==> config.mk <==
export PLATFORM = sky130hd
export DESIGN_NAME = data_mem_ctrl
export DESIGN_NICKNAME = d
export VERILOG_FILES = /design/src/rtl/data_mem_ctrl.sv
export SDC_FILE = /design/constraint.sdc
export NUM_CORES = 1
export LEC_CHECK = 0
export ABC_AREA = 1
export CORE_ASPECT_RATIO = 2
export CORE_MARGIN = 4
export CORE_UTILIZATION = 49
export CTS_CLUSTER_SIZE = 24
export DETAILED_ROUTE_END_ITERATION = 12
export HOLD_SLACK_MARGIN = 0.02
export PLACE_DENSITY = 0.82
export SETUP_SLACK_MARGIN = 0.15
export SYNTH_ARGS = -nofsm -noshare
export SYNTH_HDL_FRONTEND = slang
export SYNTH_SLANG_ARGS = --single-unit
==> constraint.sdc <==
create_clock -name clk -period 4 [get_ports clk]
set_input_delay 0.6 -clock clk [delete_from_list [all_inputs] [get_ports clk]]
set_output_delay 0.6 -clock clk [all_outputs]
set_load 0.01 [all_outputs]
==> src/rtl/data_mem_ctrl.sv <==
// Data memory controller: turns CPU byte/word load/store requests into
// single-cycle chip-select accesses on a 16-bit little-endian data RAM.
// Byte stores are read-modify-write so the neighbouring byte is preserved.
module data_mem_ctrl #(
  parameter int ADDRESS_BUS_WIDTH = 16,
  parameter int DATA_BUS_WIDTH    = 16,
  parameter int MEM_BYTES         = 64
) (
  input  logic                         clk,
  input  logic                         reset,
  input  logic                         req_valid,
  output logic                         req_ready,
  input  logic                         req_load,
  input  logic                         req_byte,
  input  logic                         req_signed,
  input  logic [ADDRESS_BUS_WIDTH-1:0] req_addr,
  input  logic [DATA_BUS_WIDTH-1:0]    req_wdata,
  output logic                         resp_valid,
  input  logic                         resp_ready,
  output logic [DATA_BUS_WIDTH-1:0]    resp_rdata,
  output logic                         resp_err,
  output logic [ADDRESS_BUS_WIDTH-1:0] ram_address,
  output logic [DATA_BUS_WIDTH-1:0]    ram_write_data,
  output logic                         ram_read_not_write,
  output logic                         ram_cs,
  input  logic [DATA_BUS_WIDTH-1:0]    ram_read_data
);

  // Highest address whose word (addr, addr+1) still fits in the RAM.
  localparam logic [ADDRESS_BUS_WIDTH-1:0] LAST_WORD = ADDRESS_BUS_WIDTH'(MEM_BYTES - 2);

  typedef enum logic [2:0] {IDLE, ACCESS, WAIT, WRITE, RESP} state_e;

  state_e     state_q;
  logic       load_q;
  logic       byte_q;
  logic       signed_q;
  logic [7:0] wbyte_q;   // only the low byte is needed after the accept cycle

  logic [DATA_BUS_WIDTH-1:0] rdata_d;

  assign req_ready = (state_q == IDLE);

  // Format load data: full word, or low byte zero/sign extended.
  always_comb begin
    rdata_d = ram_read_data;
    if (byte_q)
      rdata_d = {{(DATA_BUS_WIDTH-8){signed_q & ram_read_data[7]}}, ram_read_data[7:0]};
  end

  // Controller FSM; every output except req_ready is registered here.
  always_ff @(posedge clk) begin
    if (reset) begin
      state_q            <= IDLE;
      load_q             <= 1'b0;
      byte_q             <= 1'b0;
      signed_q           <= 1'b0;
      wbyte_q            <= '0;
      resp_valid         <= 1'b0;
      resp_err           <= 1'b0;
      resp_rdata         <= '0;
      ram_cs             <= 1'b0;
      ram_read_not_write <= 1'b1;
      ram_address        <= '0;
      ram_write_data     <= '0;
    end else begin
      case (state_q)
        IDLE: begin
          if (req_valid) begin
            load_q   <= req_load;
            byte_q   <= req_byte;
            signed_q <= req_signed;
            wbyte_q  <= req_wdata[7:0];
            if (req_addr > LAST_WORD) begin
              // Out of range: answer immediately, never touch the RAM.
              state_q    <= RESP;
              resp_valid <= 1'b1;
              resp_err   <= 1'b1;
              resp_rdata <= '0;
            end else begin
              state_q            <= ACCESS;
              ram_cs             <= 1'b1;
              ram_address        <= req_addr;
              // Byte stores start with a read of the containing word.
              ram_read_not_write <= req_load | req_byte;
              if (!req_load && !req_byte)
                ram_write_data <= req_wdata;
            end
          end
        end
        ACCESS: begin
          ram_cs             <= 1'b0;
          ram_read_not_write <= 1'b1;
          if (!load_q && !byte_q) begin
            state_q    <= RESP;
            resp_valid <= 1'b1;
            resp_err   <= 1'b0;
            resp_rdata <= '0;
          end else begin
            state_q <= WAIT;
          end
        end
        WAIT: begin
          if (load_q) begin
            state_q    <= RESP;
            resp_valid <= 1'b1;
            resp_err   <= 1'b0;
            resp_rdata <= rdata_d;
          end else begin
            // Write back the untouched high byte alongside the new low byte.
            state_q            <= WRITE;
            ram_cs             <= 1'b1;
            ram_read_not_write <= 1'b0;
            ram_write_data     <= {ram_read_data[DATA_BUS_WIDTH-1:8], wbyte_q};
          end
        end
        WRITE: begin
          state_q            <= RESP;
          ram_cs             <= 1'b0;
          ram_read_not_write <= 1'b1;
          resp_valid         <= 1'b1;
          resp_err           <= 1'b0;
          resp_rdata         <= '0;
        end
        RESP: begin
          if (resp_ready) begin
            state_q    <= IDLE;
            resp_valid <= 1'b0;
          end
        end
        default: state_q <= IDLE;
      endcase
    end
  end

endmodule

==> flow_summary.yaml, run 1 <==
outcome:
  status: "finished, final reports clean"
worst_setup_path:
  worstSetupPathType: "input pin to flop"
  cp-end-kind: "flop"
  arrival_ns: 2.67
  rrSetupSlack_ns: 1.68
  rr_startpoint: "state_q[2]$_SDFFE_PP0P_"
  startpoint_type: "input pin"
  critPathTopFamily: "simple AND/OR/NAND/NOR gates"
  crit_required_ns: 4.27
  worstPathMaxFanout: 20
  cpPeakStageDelay_ns: 0.52
  reg2reg_depth: 10
  crit_chain: "clkdlybuf4s50_1, or2_1, nor2_1, nand3_1, nand2_1, nand3_4, nand2_1, inv_2, nor2_1"
  crit_buf_inv: 2
  slowest_stage: "nand2_1"
  rr_endpoint: "ram_write_data[7]$_SDFFE_PP0P_"
detailed_routing:
  wl_met2_mm: 4.71
  drt_iter0_markers: 220
  via_per_inst: 4.89
  routed_wl_mm: 8.71
  wl_per_cell_um: 13.1
  drc: 0
  wl_met3_um: 495
  first_pass_iters: 5
  highest-signal-layer: "met4"
  vias: 3243
  drtAntennaViolNets: 0
  met1Wirelength_mm: 3.21
min_path:
  hold_depth: 2
  holdPathEnd: "wbyte_q[7]$_SDFFE_PP0P_"
  worstHoldPathType: "flop to flop"
  hp-start: "wbyte_q[7]$_SDFFE_PP0P_"
clock_network:
  clockBufferDepth: 2
  insertion_delay_ns: 0.33
  cts_tree: "done"
  hold_buffers: 0
  post_cts_buffers: 0
  clock-sinks: 66
  clk_root_buffer_cell: "clkbuf_16"
  cts_resized: 0
  path_clk_slew_ns: 0.05
  cts_made_buffers: 9
  htreeDepth: 3
synthesis:
  yosys.area.top_type: "dfxtp_1"
  ys_types: 29
  ys_seq_elements: 66
  synth_ff_type: "dfxtp_1"
  syn_inst: 477
  yosysSeqAreaShare_pct: 41.0
  synth_commonest_cells: "nand2_1, inv_1, dfxtp_1"
  syn_nets: 532
  yosys_warnings: 0
  syn-cell-area_um2: 3220
  synthTopCellsByArea: "dfxtp_1, nand2_1, inv_1, nor2_1, nor2_2"
  synth.most_common_cell: "nand2_1"
  synth_top_area_share_pct: 41.0
  syn-mean-instance-area_um2: 6.75
  synth_edf_count: 0
  synthArstFlopShare_pct: 0
finish:
  drive_above_1_share_pct: 9.19
  n_antenna_cell: 0
  area_growth_pct: 43.0
  layout.cells.non_filler: 663
  layout.nets: 627
timing:
  fin_worst_skew_ns: 0.00357
  finalCritPeriodShare_pct: 59.9
  setup_viol: 0
  layout_setup_ws_ns: 1.60
  tightest_slew_ns: 0.726
  drv_slew: 0
  fin_crit_ns: 2.40
  fmax_mhz: 417
  rsz0062_at_grt: "false"
  max_slew_margin_pct: 51.3
  hold_viol_final: 0
  finalSetupTns_ns: 0
floorplan:
  num_rows: 41
  design.core.area_um2: 6360
  die_w_um: 65.3
  fp.dieH_um: 123
  num_io_pins: 108
  dieArea_um2: 8010
  start_util_pct: 50.6
place:
  place_ws_ns: 1.28
  port-buffer-count: 107
  hpwl_mm: 6.38
  globalplace.congestion: 0.841
  place_inst: 647
job:
  maxCapViolCount: 0
power:
  irDropWorstVdd_mv: 0.431
  p_per_area_nw_per_um2: 451
  p_leak_uw: 0.00211
grt:
  antenna_found_initial: 0
  first_global_vias: 3034
  grt-ovfl-total: 0
  grt_pass1_wl_mm: 13.7
  track_usage_pct: 22.6
  grt_max_degree: 33
## worst max path at each step
stage / slack, ns / cells past startpoint / to / from
2_1_floorplan: 2.21 / 9 / ram_write_data[10]$_SDFFE_PP0P_ / req_addr[6]
3_3_place_gp: 1.34 / 5 / resp_err$_SDFFE_PP0P_ / reset
3_5_place_dp: 1.28 / 9 / ram_write_data[7]$_SDFFE_PP0P_ / req_addr[6]
4_1_cts: 1.61 / 9 / ram_write_data[7]$_SDFFE_PP0P_ / req_addr[6]
5_1_grt: 1.37 / 9 / ram_write_data[14]$_SDFFE_PP0P_ / req_addr[6]
6_report: 1.60 / 9 / ram_write_data[7]$_SDFFE_PP0P_ / req_addr[6]
## cell type report
| type | count | area [um2] |
|---|---|---|
| fillers | 551 | 1760 |
| flip-flops and latches | 66 | 1320 |
| well taps | 86 | 108 |
| clock inverters | 6 | 105 |
| clock buffers | 10 | 229 |
| multi-input cells | 307 | 1460 |
| repair buffers | 108 | 1080 |
| inverters | 80 | 308 |
## worst min-delay path, cell delays in order (launching register included)
cell and delay [ns]:
dfxtp_1 0.29, inv_1 0.05, a21oi_1 0.05
## cell families (layout without fill, tap and decap cells)
| kind of cell | count (synthesis) | in the layout | share of synthesized area (%) |
|---|---|---|---|
| AO/OA/AOI/OAI | 43 | 43 | 7.58 |
| buffers and inverters | 104 | 204 | 13.8 |
| AND/OR/NAND/NOR | 264 | 264 | 37.6 |
| flip-flops | 66 | 66 | 41.0 |
## per-stage QoR
step	instance area, um2	util, %	hold WS (ns)	power (uW)
after floorplan	3220	-	0.424	1030
after global placement	4270	67.1	0.432	1190
after detailed placement	4270	67.1	0.438	1200
after CTS	4600	72.4	0.446	2090
after global routing	4600	72.4	0.473	2160
final	4600	72.4	0.446	2080
## cell usage in the layout, fill, tap and decap left out, types with 3 or more instances in the layout
cell             netlist  layout
nor2_1                59      59
nand2_1              127     127
a21oi_1               15      15
nand3_1               20      20
bufinv_16              0       3
clkbuf_16              0       9
clkdlybuf4s50_1        0     107
nand2_2                4       4
dfxtp_1               66      66
inv_1                 73      73
nor2_2                21      21
nand4_1               16      16
and3_1                10      10
clkinv_2               0       3
o21ai_0               20      20
inv_2                  4       4
o211ai_1               7       7
## layer usage
layer  up-vias  track usage [%]
met1      1476             23.1
met3        20             6.50
met5         -                0
li1       1650                -
met4         0             10.6
met2        97             41.0
## state kept, by name (all words and copies together) (netlist names)
name                count
ram_read_not_write      1
load_q                  1
state_q                 3
signed_q                1
resp_rdata             16
ram_write_data         16
resp_valid              1
ram_address            16
wbyte_q                 8
resp_err                1
ram_cs                  1
byte_q                  1
## report_power, final
group | leakage, uW | total [uW] | switching (uW) | internal [uW]
Sequential | 0.000539 | 752 | 36.8 | 715
Clock | 0.000166 | 881 | 276 | 605
Combinational | 0.00140 | 446 | 244 | 201
Note: power is estimated with default switching activity, not from simulation.
==> inputs of run 2 (changes only) <==
--- a/config.mk
+++ b/config.mk
@@ -8,11 +8,11 @@
 export ABC_AREA = 1
 export CORE_ASPECT_RATIO = 2
 export CORE_MARGIN = 4
-export CORE_UTILIZATION = 49
+export CORE_UTILIZATION = 41
 export CTS_CLUSTER_SIZE = 24
 export DETAILED_ROUTE_END_ITERATION = 12
 export HOLD_SLACK_MARGIN = 0.02
-export PLACE_DENSITY = 0.82
+export PLACE_DENSITY = 0.73
 export SETUP_SLACK_MARGIN = 0.15
 export SYNTH_ARGS = -nofsm -noshare
 export SYNTH_HDL_FRONTEND = slang
==> constraint.sdc (replaced) <==
create_clock -name clk -period 2.2 [get_ports clk]
set_input_delay 0.33 -clock clk [delete_from_list [all_inputs] [get_ports clk]]
set_output_delay 0.33 -clock clk [all_outputs]
set_load 0.01 [all_outputs]
==> run 2 against run 1 <==
  * Non-clock buffer count grew 6
  * Clock power grew 45%
  * Clock skew grew 0.00053 ns
  * Combinational power grew 81%
  * Routed wire length shrank 3.1%
  * Sequential power grew 81%
  * Utilization shrank 12 points
  * Global-route usage shrank 4.1 points
  * Power grew 66%
  * Sequential cell count is the same
  * Setup slack lost 1.3 ns
  * Cell area grew 0.14%
==> flow_summary.yaml, run 2 (synthesis results as in run 1) <==
timing:
  tightest_slew_ns: 0.536
  drv_slew: 0
  fin_worst_skew_ns: 0.00409
  finalSetupTns_ns: 0
  layout_setup_ws_ns: 0.280
  hold_viol_final: 0
  fin_crit_ns: 1.92
  setup_viol: 0
  finalCritPeriodShare_pct: 87.3
  max_slew_margin_pct: 64.2
  fmax_mhz: 521
  rsz0062_at_grt: "false"
finish:
  layout.nets: 633
  n_antenna_cell: 0
  design_area_um2: 4610
  final_common_cell: "nand2_1"
  fill_cells: 702
  regArea_um2: 1320
  multi_input_area_um2: 1460
  top_regs: "ram_address x16, ram_write_data x16, resp_rdata x16"
  fin_util_pct: 60.7
  layout.cells.non_filler: 677
  drive_above_1_share_pct: 10.1
  area_growth_pct: 43.2
  layout_common_cells: "nand2_1, clkdlybuf4s50_1, inv_1, dfxtp_1, nor2_1"
grt:
  first_global_vias: 3016
  track_usage_pct: 18.5
  grt-ovfl-total: 0
  antenna_found_initial: 0
  grt_pass1_wl_mm: 13.8
  grt_max_degree: 36
worst_setup_path:
  rr_endpoint: "ram_write_data[10]$_SDFFE_PP0P_"
  rr_startpoint: "state_q[2]$_SDFFE_PP0P_"
  startpoint_type: "flop"
  cp-end-kind: "output pin"
  worstSetupPathType: "flop to output pin"
  arrival_ns: 1.59
  crit_required_ns: 1.87
  critPathLaunch: "state_q[0]$_SDFFE_PP0P_"
  reg2reg_depth: 10
  cp-endpoint: "req_ready"
  rrSetupSlack_ns: 0.42
  worstPathMaxFanout: 8
floorplan:
  dieArea_um2: 9420
  fp.dieH_um: 133
  num_rows: 45
  design.core.area_um2: 7600
  die_w_um: 70.7
  start_util_pct: 42.4
  num_io_pins: 108
outcome:
  status: "finished, final reports clean"
clock_network:
  cts_resized: 0
  hold_buffers: 0
  path_clk_slew_ns: 0.05
  clockBufferDepth: 2
  cts_made_buffers: 9
  insertion_delay_ns: 0.33
  cts_tree: "done"
  htreeDepth: 3
  clk_root_buffer_cell: "clkbuf_16"
  clock-sinks: 66
  post_cts_buffers: 0
place:
  dpl_cell_area_um2: 4340
  hpwl_mm: 6.51
  globalplace.congestion: 0.862
  place_inst: 661
  place_ws_ns: 0.174
  port-buffer-count: 107
detailed_routing:
  drtAntennaViolNets: 0
  drt_iter0_markers: 122
  routed_wl_mm: 8.43
  via_per_inst: 4.63
  first_pass_iters: 4
  vias: 3136
  drc: 0
  wl_per_cell_um: 12.5
power:
  p_int_uw: 2470
  p_leak_uw: 0.00211
  p_per_area_nw_per_um2: 749
  irDropWorstVdd_mv: 0.438
  p_switching_uw: 985
  pwr-share-clk_pct: 37.1
  seq_power_share_pct: 39.5
  pwr-share-comb_pct: 23.4
  p_sw_share_pct: 28.5
job:
  maxCapViolCount: 0
min_path:
  worstHoldPathType: "flop to flop"
## run 2: metal layers
metal	wire, um	GRT usage, %	vias to the layer above
li1	-	-	1655
met1	3290	19.8	1380
met2	4570	34.2	85
met3	374	3.70	16
met4	206	8.05	0
met5	0	0	-
## run 2: worst max-delay path, stage by stage, from the launching register on
cell and delay (ns):
dfxtp_1 0.31, inv_1 0.08, nand2_2 0.08, nor2_4 0.20, clkdlybuf4s50_1 0.59
## run 2: power groups by stage
stage / combinational, uW / sequential, uW / clock, uW
5_1_grt: 902 / 1380 / 1370
3_3_place_gp: 802 / 1390 / 0
3_5_place_dp: 813 / 1390 / 0
6_report: 808 / 1360 / 1280
4_1_cts: 818 / 1370 / 1310
2_1_floorplan: 462 / 1410 / 0
## run 2: area by class of cell
cell class	count	area share [%]
multi-input cells	307	31.6
clock inverters	5	0.651
inverters	80	6.68
clock buffers	11	5.26
flip-flops and latches	66	28.7
repair buffers	114	24.6
well taps	94	2.55
## run 2: how the worst min path moves through the flow
stage                                   end  cells past startpoint                     from
floorplan               byte_q$_SDFFE_PP0P_                      1                    reset
global placement    wbyte_q[3]$_SDFFE_PP0P_                      2  wbyte_q[3]$_SDFFE_PP0P_
detailed placement  wbyte_q[5]$_SDFFE_PP0P_                      2  wbyte_q[5]$_SDFFE_PP0P_
CTS                 wbyte_q[5]$_SDFFE_PP0P_                      2  wbyte_q[5]$_SDFFE_PP0P_
global route        wbyte_q[4]$_SDFFE_PP0P_                      2  wbyte_q[4]$_SDFFE_PP0P_
finish              wbyte_q[5]$_SDFFE_PP0P_                      2  wbyte_q[5]$_SDFFE_PP0P_
## run 2: stage by stage
stage	hold WS [ns]	power (uW)
floorplan	0.399	1870
global placement	0.433	2190
detailed placement	0.440	2200
CTS	0.447	3490
global route	0.475	3650
finish	0.443	3450
